## src/rtl/des_pkg.sv

```systemverilog
// DES key-schedule constants, permutation tables and C/D rotate helpers.
// Pure combinational functions with no latency of their own and no flow control.
package des_pkg;

  localparam int KEY_W = 64;
  localparam int CD_W  = 28;
  localparam int SK_W  = 48;

  typedef enum logic {
    ST_IDLE = 1'b0,
    ST_RUN  = 1'b1
  } state_t;

  // Entries are 1-based DES bit numbers; DES bit 1 is the MSB of the source vector.
  localparam int PC1_TAB [56] = '{
    57, 49, 41, 33, 25, 17,  9,  1, 58, 50, 42, 34, 26, 18,
    10,  2, 59, 51, 43, 35, 27, 19, 11,  3, 60, 52, 44, 36,
    63, 55, 47, 39, 31, 23, 15,  7, 62, 54, 46, 38, 30, 22,
    14,  6, 61, 53, 45, 37, 29, 21, 13,  5, 28, 20, 12,  4
  };

  localparam int PC2_TAB [48] = '{
    14, 17, 11, 24,  1,  5,  3, 28, 15,  6, 21, 10,
    23, 19, 12,  4, 26,  8, 16,  7, 27, 20, 13,  2,
    41, 52, 31, 37, 47, 55, 30, 40, 51, 45, 33, 48,
    44, 49, 39, 56, 34, 53, 46, 42, 50, 36, 29, 32
  };

  localparam logic [1:0] SHIFT [16] = '{
    2'd1, 2'd1, 2'd2, 2'd2, 2'd2, 2'd2, 2'd2, 2'd2,
    2'd1, 2'd2, 2'd2, 2'd2, 2'd2, 2'd2, 2'd2, 2'd1
  };

  function automatic logic [2*CD_W-1:0] pc1(input logic [KEY_W-1:0] k);
    logic [2*CD_W-1:0] r;
    r = '0;
    for (int i = 0; i < 2*CD_W; i++) begin
      r[6'(2*CD_W-1 - i)] = k[6'(KEY_W - PC1_TAB[i])];
    end
    return r;
  endfunction

  function automatic logic [SK_W-1:0] pc2(input logic [2*CD_W-1:0] cd);
    logic [SK_W-1:0] r;
    r = '0;
    for (int i = 0; i < SK_W; i++) begin
      r[6'(SK_W-1 - i)] = cd[6'(2*CD_W - PC2_TAB[i])];
    end
    return r;
  endfunction

  // Only shift amounts 1 and 2 occur in the schedule; anything other than 2 rotates by 1.
  function automatic logic [CD_W-1:0] rotl28(input logic [CD_W-1:0] x, input logic [1:0] n);
    return (n == 2'd2) ? {x[CD_W-3:0], x[CD_W-1:CD_W-2]} : {x[CD_W-2:0], x[CD_W-1]};
  endfunction

  function automatic logic [CD_W-1:0] rotr28(input logic [CD_W-1:0] x, input logic [1:0] n);
    return (n == 2'd2) ? {x[1:0], x[CD_W-1:2]} : {x[0], x[CD_W-1:1]};
  endfunction

endpackage

```

## src/rtl/des_key_sched_seq_if.sv

```systemverilog
// Key-in / subkey-out handshake bundle; master is the key source and subkey consumer.
// Both directions use valid/ready, and the slave side stalls on ready low.
interface des_key_sched_seq_if;
  import des_pkg::*;

  logic             key_valid;
  logic             key_ready;
  logic [KEY_W-1:0] key;
  logic             mode;
  logic             sk_valid;
  logic             sk_ready;
  logic [SK_W-1:0]  sk;
  logic [3:0]       sk_round;
  logic             sk_last;

  modport master (
    output key_valid, key, mode, sk_ready,
    input  key_ready, sk_valid, sk, sk_round, sk_last
  );

  modport slave (
    input  key_valid, key, mode, sk_ready,
    output key_ready, sk_valid, sk, sk_round, sk_last
  );

endinterface

```

## src/rtl/des_pc2.sv

```systemverilog
// DES PC-2 permutation, 56-bit C||D to 48-bit subkey, purely combinational.
// Zero latency with no flow control of its own.
module des_pc2
  import des_pkg::*;
(
  input  logic [2*CD_W-1:0] i_cd,
  output logic [SK_W-1:0]   o_sk
);

  assign o_sk = pc2(i_cd);

endmodule

```

## src/rtl/des_key_sched_seq.sv

```systemverilog
// Sequential DES subkey streamer: K1..K16 (encrypt) or K16..K1 (decrypt) by rotating C/D in place.
// The first subkey appears 1 cycle after key accept; it holds all outputs while sk_ready is low.
module des_key_sched_seq
  import des_pkg::*;
(
  input  logic              clk,
  input  logic              rst,
  des_key_sched_seq_if.slave io_bus
);

  state_t            r_state;
  logic              r_mode;
  logic [CD_W-1:0]   r_c;
  logic [CD_W-1:0]   r_d;
  logic [3:0]        r_round;
  logic              r_key_ready;
  logic              r_sk_valid;
  logic              r_sk_last;

  logic [2*CD_W-1:0] w_cd0;
  logic [CD_W-1:0]   w_c0;
  logic [CD_W-1:0]   w_d0;
  logic [3:0]        w_round_nxt;
  logic              w_is_last;
  logic              w_last_nxt;
  logic [SK_W-1:0]   w_sk;

  assign w_cd0       = pc1(io_bus.key);
  assign w_c0        = w_cd0[2*CD_W-1:CD_W];
  assign w_d0        = w_cd0[CD_W-1:0];
  assign w_is_last   = r_mode ? (r_round == 4'd0) : (r_round == 4'd15);
  assign w_round_nxt = r_mode ? (r_round - 4'd1) : (r_round + 4'd1);
  assign w_last_nxt  = r_mode ? (w_round_nxt == 4'd0) : (w_round_nxt == 4'd15);

  des_pc2 u_pc2 (
    .i_cd ({r_c, r_d}),
    .o_sk (w_sk)
  );

  assign io_bus.key_ready = r_key_ready;
  assign io_bus.sk_valid  = r_sk_valid;
  assign io_bus.sk        = w_sk;
  assign io_bus.sk_round  = r_round;
  assign io_bus.sk_last   = r_sk_last;

  always_ff @(posedge clk or posedge rst) begin
    if (rst) begin
      r_state     <= ST_IDLE;
      r_mode      <= 1'b0;
      r_c         <= '0;
      r_d         <= '0;
      r_round     <= 4'd0;
      r_key_ready <= 1'b1;
      r_sk_valid  <= 1'b0;
      r_sk_last   <= 1'b0;
    end else begin
      case (r_state)
        ST_IDLE: begin
          if (io_bus.key_valid) begin
            r_state     <= ST_RUN;
            r_mode      <= io_bus.mode;
            r_key_ready <= 1'b0;
            r_sk_valid  <= 1'b1;
            r_sk_last   <= 1'b0;
            // Total rotation over 16 rounds is 28, so C16/D16 equal C0/D0.
            if (io_bus.mode) begin
              r_c     <= w_c0;
              r_d     <= w_d0;
              r_round <= 4'd15;
            end else begin
              r_c     <= rotl28(w_c0, 2'd1);
              r_d     <= rotl28(w_d0, 2'd1);
              r_round <= 4'd0;
            end
          end
        end
        ST_RUN: begin
          if (io_bus.sk_ready) begin
            if (w_is_last) begin
              r_state     <= ST_IDLE;
              r_key_ready <= 1'b1;
              r_sk_valid  <= 1'b0;
              r_sk_last   <= 1'b0;
            end else begin
              r_round   <= w_round_nxt;
              r_sk_last <= w_last_nxt;
              if (r_mode) begin
                r_c <= rotr28(r_c, SHIFT[r_round]);
                r_d <= rotr28(r_d, SHIFT[r_round]);
              end else begin
                r_c <= rotl28(r_c, SHIFT[w_round_nxt]);
                r_d <= rotl28(r_d, SHIFT[w_round_nxt]);
              end
            end
          end
        end
        default: r_state <= ST_IDLE;
      endcase
    end
  end

endmodule
```

## src/flat_wrapper.sv

```systemverilog
// flat-port wrapper written by rule: the top's interface ports become plain ports
module des_key_sched_seq_flat import des_pkg::*;
  (clk, rst, io_bus_key_valid, io_bus_key, io_bus_mode, io_bus_sk_ready, io_bus_key_ready, io_bus_sk_valid, io_bus_sk, io_bus_sk_round, io_bus_sk_last);
  des_key_sched_seq_if io_bus_i ();
  input  logic clk;
  input  logic rst;
  input wire logic [$bits(io_bus_i.key_valid)-1:0] io_bus_key_valid;
  input wire logic [$bits(io_bus_i.key)-1:0] io_bus_key;
  input wire logic [$bits(io_bus_i.mode)-1:0] io_bus_mode;
  input wire logic [$bits(io_bus_i.sk_ready)-1:0] io_bus_sk_ready;
  output wire logic [$bits(io_bus_i.key_ready)-1:0] io_bus_key_ready;
  output wire logic [$bits(io_bus_i.sk_valid)-1:0] io_bus_sk_valid;
  output wire logic [$bits(io_bus_i.sk)-1:0] io_bus_sk;
  output wire logic [$bits(io_bus_i.sk_round)-1:0] io_bus_sk_round;
  output wire logic [$bits(io_bus_i.sk_last)-1:0] io_bus_sk_last;
  assign io_bus_i.key_valid = io_bus_key_valid;
  assign io_bus_i.key = io_bus_key;
  assign io_bus_i.mode = io_bus_mode;
  assign io_bus_i.sk_ready = io_bus_sk_ready;
  assign io_bus_key_ready = io_bus_i.key_ready;
  assign io_bus_sk_valid = io_bus_i.sk_valid;
  assign io_bus_sk = io_bus_i.sk;
  assign io_bus_sk_round = io_bus_i.sk_round;
  assign io_bus_sk_last = io_bus_i.sk_last;
  des_key_sched_seq u_core (.clk(clk), .rst(rst), .io_bus(io_bus_i));
endmodule
```

## config.mk

```make
export PLATFORM = sky130hd
export DESIGN_NAME = des_key_sched_seq_flat
export DESIGN_NICKNAME = d
export VERILOG_FILES = /design/src/rtl/des_pkg.sv /design/src/rtl/des_key_sched_seq_if.sv /design/src/rtl/des_pc2.sv /design/src/rtl/des_key_sched_seq.sv /design/src/flat_wrapper.sv
export SDC_FILE = /design/constraint.sdc
export NUM_CORES = 1
export LEC_CHECK = 0
export BUFFER_PORTS_ARGS = -buffer_cell sky130_fd_sc_hd__clkbuf_2
export CORE_MARGIN = 2
export CORE_UTILIZATION = 35
export DETAILED_ROUTE_END_ITERATION = 6
export HOLD_SLACK_MARGIN = 0.03
export PLACE_DENSITY_LB_ADDON = 0.25
export SETUP_SLACK_MARGIN = 0.15
export SYNTH_ARGS = -nofsm -noshare
export SYNTH_HDL_FRONTEND = slang
export SYNTH_SLANG_ARGS = --single-unit
```

## constraint.sdc

```tcl
create_clock -name clk -period 10.4 [get_ports clk]
set_clock_uncertainty 0.2 [all_clocks]
set_input_delay 2.08 -clock clk [delete_from_list [all_inputs] [get_ports clk]]
set_output_delay 2.08 -clock clk [all_outputs]
set_load 0.1 [all_outputs]
```

# After elaboration in Yosys (flattened, before gate mapping)
# Memories as Yosys holds them, arrays and structs flattened.
# Cells that the tools add are included.
# word_totals
register_bits	65
romBits	64
output_inout_bits	55
word_cells	74
mem_count	2
# op_classes
add_sub_neg	2
magnitude_cmp	2
eq_ne	8
mux	43
bitwise_logic	3
n_reduce_logical	6
# mem_list
memory	depth	word_bits	read_ports	rd_clocked_by_memory_dff	wr	line_no	source
(name not given)	16	2	1	0	0	des_key_sched_seq.sv:91	r_c <= rotl28(r_c, SHIFT[w_round_nxt]);
(name not given)	16	2	1	0	0	des_key_sched_seq.sv:89	r_d <= rotr28(r_d, SHIFT[r_round]);
# ops
op	count
28-bit 2-to-1 mux	13
28-bit one-hot mux with 2 select lines	2
4-bit 2-to-1 mux	5
1-bit 2-to-1 mux	13
5-bit greater-or-equal comparator (second input constant)	2
4-bit NOT with 5-bit output	2
4-bit == test (second input constant)	2
4-bit zero test	2
2-bit 2-to-1 mux	4
2-bit inequality test (second input constant)	4
1-bit one-hot mux with 2 select lines	4
4-bit one-hot mux with 2 select lines	1
3-bit AND reduction	2
5-bit 2-to-1 mux	1
4-bit by 1-bit adder with 4-bit output (second input constant)	1
2-bit == test (second input constant)	2
2-bit AND reduction	2
4-bit by 1-bit subtractor with 4-bit output (second input constant)	1
1-bit NOT	1

# Depth between registers and ports, before layout
# logic_depth
word_depth	12
depth_mapped	10
ltp_nobuf	7

# Hierarchy
# A second synthesis with hierarchy kept.
# hier_totals
hier_cells	616
area_unflattened_um2	5272.6
# by_module_without_submodules
mod	instances	cells_per_inst	area_each_um2	seq_area_each_um2
des_key_sched_seq	1	567	4908.5	1627.8
des_pc2	1	49	364.1	0.0

# Worst setup path before layout
# OpenSTA, ideal clock, no wires.
# synth_timing
path_type	reg-to-reg
from	register u_core.r_round[1] (netlist: u_core.io_bus.sk_round[1])
to	register u_core.r_d[14]
arrival_ns	3.718
required_time_ns	10.074
setup_slack_ns	6.356
stages_incl_launch_ff	11
period_less_slack_ns	4.044
path_cell_list	dfrtp_1 -> clkbuf_1 -> clkbuf_1 -> inv_1 -> fa_1 -> xor2_2 -> mux2_4 -> nor3_4 -> nor3_4 -> buf_2 -> a221o_1
# synth_between
elab_chain_len	12
elab_cells_between_ends	24
cone_classes	2 x add/sub; 4 x eq/ne; 12 x mux; 2 x bitwise; 2 x reduce/logical; 2 x memory
# synth_rtl
item	line_no	source
start: declaration	des_key_sched_seq.sv:15	logic [3:0] r_round;
start signal: assignment	des_key_sched_seq.sv:85	r_round <= w_round_nxt;
4-bit by 1-bit adder with 4-bit output or 4-bit by 1-bit subtractor with 4-bit output (tied branches)	des_key_sched_seq.sv:32	assign w_round_nxt = r_mode ? (r_round - 4'd1) : (r_round + 4'd1);
4-bit 2-to-1 mux	des_key_sched_seq.sv:32	
4-bit NOT with 5-bit output (implied by the code)	des_key_sched_seq.sv:92	r_d <= rotl28(r_d, SHIFT[w_round_nxt]);
memory 16 x 2 bit	-	
2-bit 2-to-1 mux (2 in a row)	-	
2-bit == test	-	
28-bit 2-to-1 mux	des_pkg.sv:54	return (n == 2'd2) ? {x[CD_W-3:0], x[CD_W-1:CD_W-2]} : {x[CD_W-2:0], x[CD_W-1]};
28-bit 2-to-1 mux	des_key_sched_seq.sv:87	if (r_mode) begin
28-bit 2-to-1 mux	des_key_sched_seq.sv:79	if (w_is_last) begin
28-bit 2-to-1 mux	des_key_sched_seq.sv:78	if (io_bus.sk_ready) begin
28-bit one-hot mux with 2 select lines	des_key_sched_seq.sv:57	case (r_state)
end signal: assignment	des_key_sched_seq.sv:68	r_d <= w_d0;
end signal: assignment	des_key_sched_seq.sv:89	
end signal: assignment	des_key_sched_seq.sv:92	
end: declaration	des_key_sched_seq.sv:14	logic [CD_W-1:0] r_d;
# Parallel ways exist; a longest one is shown, timed or not. The select of a mux whose other input is x is not followed.
# A chain may end at the register's enable or synchronous reset.

# Final worst setup path
# layout_timing
from	input io_bus_key_valid
to	register u_core.r_d[8]
# layout_between
elab_chain_len	2
# layout_rtl
item	line_no	source
start: declaration	flat_wrapper.sv:7	input wire logic [$bits(io_bus_i.key_valid)-1:0] io_bus_key_valid;
2-bit inequality test (no source line)	-	
3-bit AND reduction (no source line)	-	
end signal: assignment	des_key_sched_seq.sv:68	
end signal: assignment	des_key_sched_seq.sv:72	r_d <= rotl28(w_d0, 2'd1);
end signal: assignment	des_key_sched_seq.sv:89	
# No other way between the ends.

==> metrics.yaml <==
sta:
  final_hold_viol_count: 0
  max_freq_ghz: 0.245
  final_setup_fails: 0
  timing.hold.ws_ps: 308
  slew_at_the_pin_with_the_worst_max_slew_slack_ps: 1120
  slew_violations: 0
  fin_crit_sh: 0.393
  period_minus_slack_ps: 4080
  rsz0062_at_grt: "false"
  totalNegativeSetupSlack_ps: 0
  maxSlewHeadroom: 0.254
synth:
  per_instance_average_area_after_synthesis_um2: 7.98
  async_flop_share: 1.00
  post_synthesis_instance_total: 694
  synth_cell_type_count: 64
  post_synth_edffs: 0
  synth-seq-cells: 65
  yosysSeqAreaShare: 0.294
  netlist_area_um2: 5540
  synth.yosys.warnings: 0
  synthFlopType: "dfrtp_1"
finish:
  mostFrequentLayoutCells: "77 x nor2_1, 64 x dfrtp_1, 61 x o21ai_0"
  area_delta_synth_final_pct: 6.03
  finish.utilization: 0.384
  antennaDiodeCount: 0
  mostFrequentLayoutCell: "nor2_1"
  finalNetCount: 756
  proportion_of_layout_cells_with_a_drive_suffix_above_1: 0.158
setup_path:
  end_kind: "flip-flop"
  setup.worst_path.class: "in2reg"
  worst-path-max-fanout: 46
  worstSetupStartpointType: "input pin"
  critical_path_required_time_ps: 10430
  worstPathArrival_ps: 4110
clock_tree:
  clock_sink_count: 65
  clk_transition_reported_paths_ps: 50
  cts.root.buffer_cell: "clkbuf_16"
  ctsHtreeMaxLevel: 3
  cts_tree: "built"
  clock_path_buffers: 2
  insertion_delay_ps: 340
  postCtsSetupBuffers: 0
  cts_made_buffers: 9
  postCtsHoldBufs: 0
  cts_resized: 0
drt:
  via_count: 5578
  route.detailed.vias_per_inst: 6.23
  wire_per_inst_um: 19.6
  dr.pass1.iters: 6
  dr.first_iter.drc_count: 718
  totalWireLength_mm: 17.6
  drc: 0
  detail-route-antenna-nets: 0
die:
  die_width_um: 130
  initial_utilization: 0.362
  placeableCoreArea_um2: 15300
  number_of_placed_i_o_pins: 124
  floorplan.die.height_um: 130
  row_count: 45
  floorplan.die_area_um2: 16900
outcome:
  run_status: "finished clean"
placement:
  gp_congestion: 0.890
  dpl.hpwl_mm: 11.1
  portBuffers: 53
grt:
  grt-ovfl-total: 0
  grt_usage: 0.210
  initial_antenna_violation_count: 0
  first_global_vias: 5000
  grt_first_pass_wirelength_mm: 27.7
  largest_net_degree_at_the_start_of_global_routing: 71
worst_hold_path:
  hold_class: "reg2reg"
run:
  drv.max_cap_violation_count: 0
[metrics by stage]
stage	area (um^2)	setup WS, ps	instances
finish	5880	6320	896
global route	5880	6180	896
CTS	5880	6350	896
detailed placement	5600	6000	880
global placement	5600	5980	880
floorplan	5620	6360	715
[sequential cells by signal, summed over array words and instances, names as in the netlist]
| name | count |
|---|---|
| u_core.io_bus.key_ready | 1 |
| u_core.io_bus.sk_round | 4 |
| u_core.r_state | 1 |
| u_core.r_d | 28 |
| u_core.r_mode | 1 |
| u_core.io_bus.sk_last | 1 |
| u_core.io_bus.sk_valid | 1 |
| u_core.r_c | 28 |
[path summary, 6_finish.rpt]
kind | start | end | depth (start not counted) | slack, ps
min in group asynchronous | rst | u_core.r_d[3]$_DFFE_PP0P_ | 3 | 1790
worst max register to register | u_core.io_bus.sk_round[0]$_DFFE_PP0P_ | u_core.r_d[10]$_DFFE_PP0P_ | 8 | 6760
worst min-delay path | u_core.io_bus.key_ready$_DFFE_PP1P_ | u_core.io_bus.key_ready$_DFFE_PP1P_ | 1 | 310
worst min register to register | u_core.io_bus.key_ready$_DFFE_PP1P_ | u_core.io_bus.key_ready$_DFFE_PP1P_ | 1 | 310
worst max-delay path | io_bus_key_valid | u_core.r_d[8]$_DFFE_PP0P_ | 5 | 6320
max in group asynchronous | rst | u_core.r_d[20]$_DFFE_PP0P_ | 3 | 7650
[kinds of logic after synthesis]
family | after synthesis | share of synthesized area
AO/OA/AOI/OAI | 282 | 0.353
AND/OR/NAND/NOR | 195 | 0.171
buffers and inverters | 125 | 0.128
flip-flops | 65 | 0.294
multiplexers | 18 | 0.0343
adder cells (fa/ha/maj) | 7 | 0.0172
other | 1 | 0.000677
XOR/XNOR | 1 | 0.00294
[synth_stat cells (3+ instances only)]
cell      count  area share
o21ai_1       4      0.0036
a221o_1      38       0.069
o41ai_1      23       0.036
a31o_2        3      0.0047
and2_1        4      0.0045
a221oi_1      4      0.0063
buf_1         3      0.0020
nor3_1       14       0.013
nand2_1      26       0.018
dfrtp_1      64        0.29
mux2_2        4      0.0081
nor2b_1       7      0.0079
nand4_1       3      0.0034
o21ai_0      61       0.055
buf_2        21       0.019
a31oi_1      23       0.026
inv_1        13      0.0088
ha_1          6       0.014
a21oi_2       3      0.0047
and3_1        8      0.0090
o22ai_1      26       0.029
nand3_1      42       0.038
clkbuf_1     33       0.022
buf_4        48       0.065
a21oi_1      52       0.047
nor2_1       78       0.053
buf_6         4      0.0081
a211oi_1      6      0.0081
a211o_1      10       0.016
o21bai_1      7      0.0095
o31ai_1       7      0.0095
mux2i_1      13       0.023
[layer usage]
metal  wire, um  track usage  vias to the layer above
met2       7990        0.328                      294
li1           -            -                     2544
met3       1440       0.0361                       25
met5          0            0                        -
met4        377       0.0721                        0
met1       7790        0.294                     2715
[final cells by class]
type | count | area (um^2)
fillers | 1596 | 9440
clock inverters | 3 | 15.0
repair buffers | 65 | 355
multi-input cells | 525 | 3300
inverters | 14 | 52.6
well taps | 211 | 264
flip-flops and latches | 65 | 1630
clock buffers | 13 | 260
[worst max-delay path: stages]
cell	delay (ps)
clkbuf_2	360
nand2b_2	670
nand2_1	560
o21ai_0	170
a31o_2	230
Power is left out: the tool's default activity adds up to more than one toggle a clock period on the data nets, which glitch-free logic cannot reach.
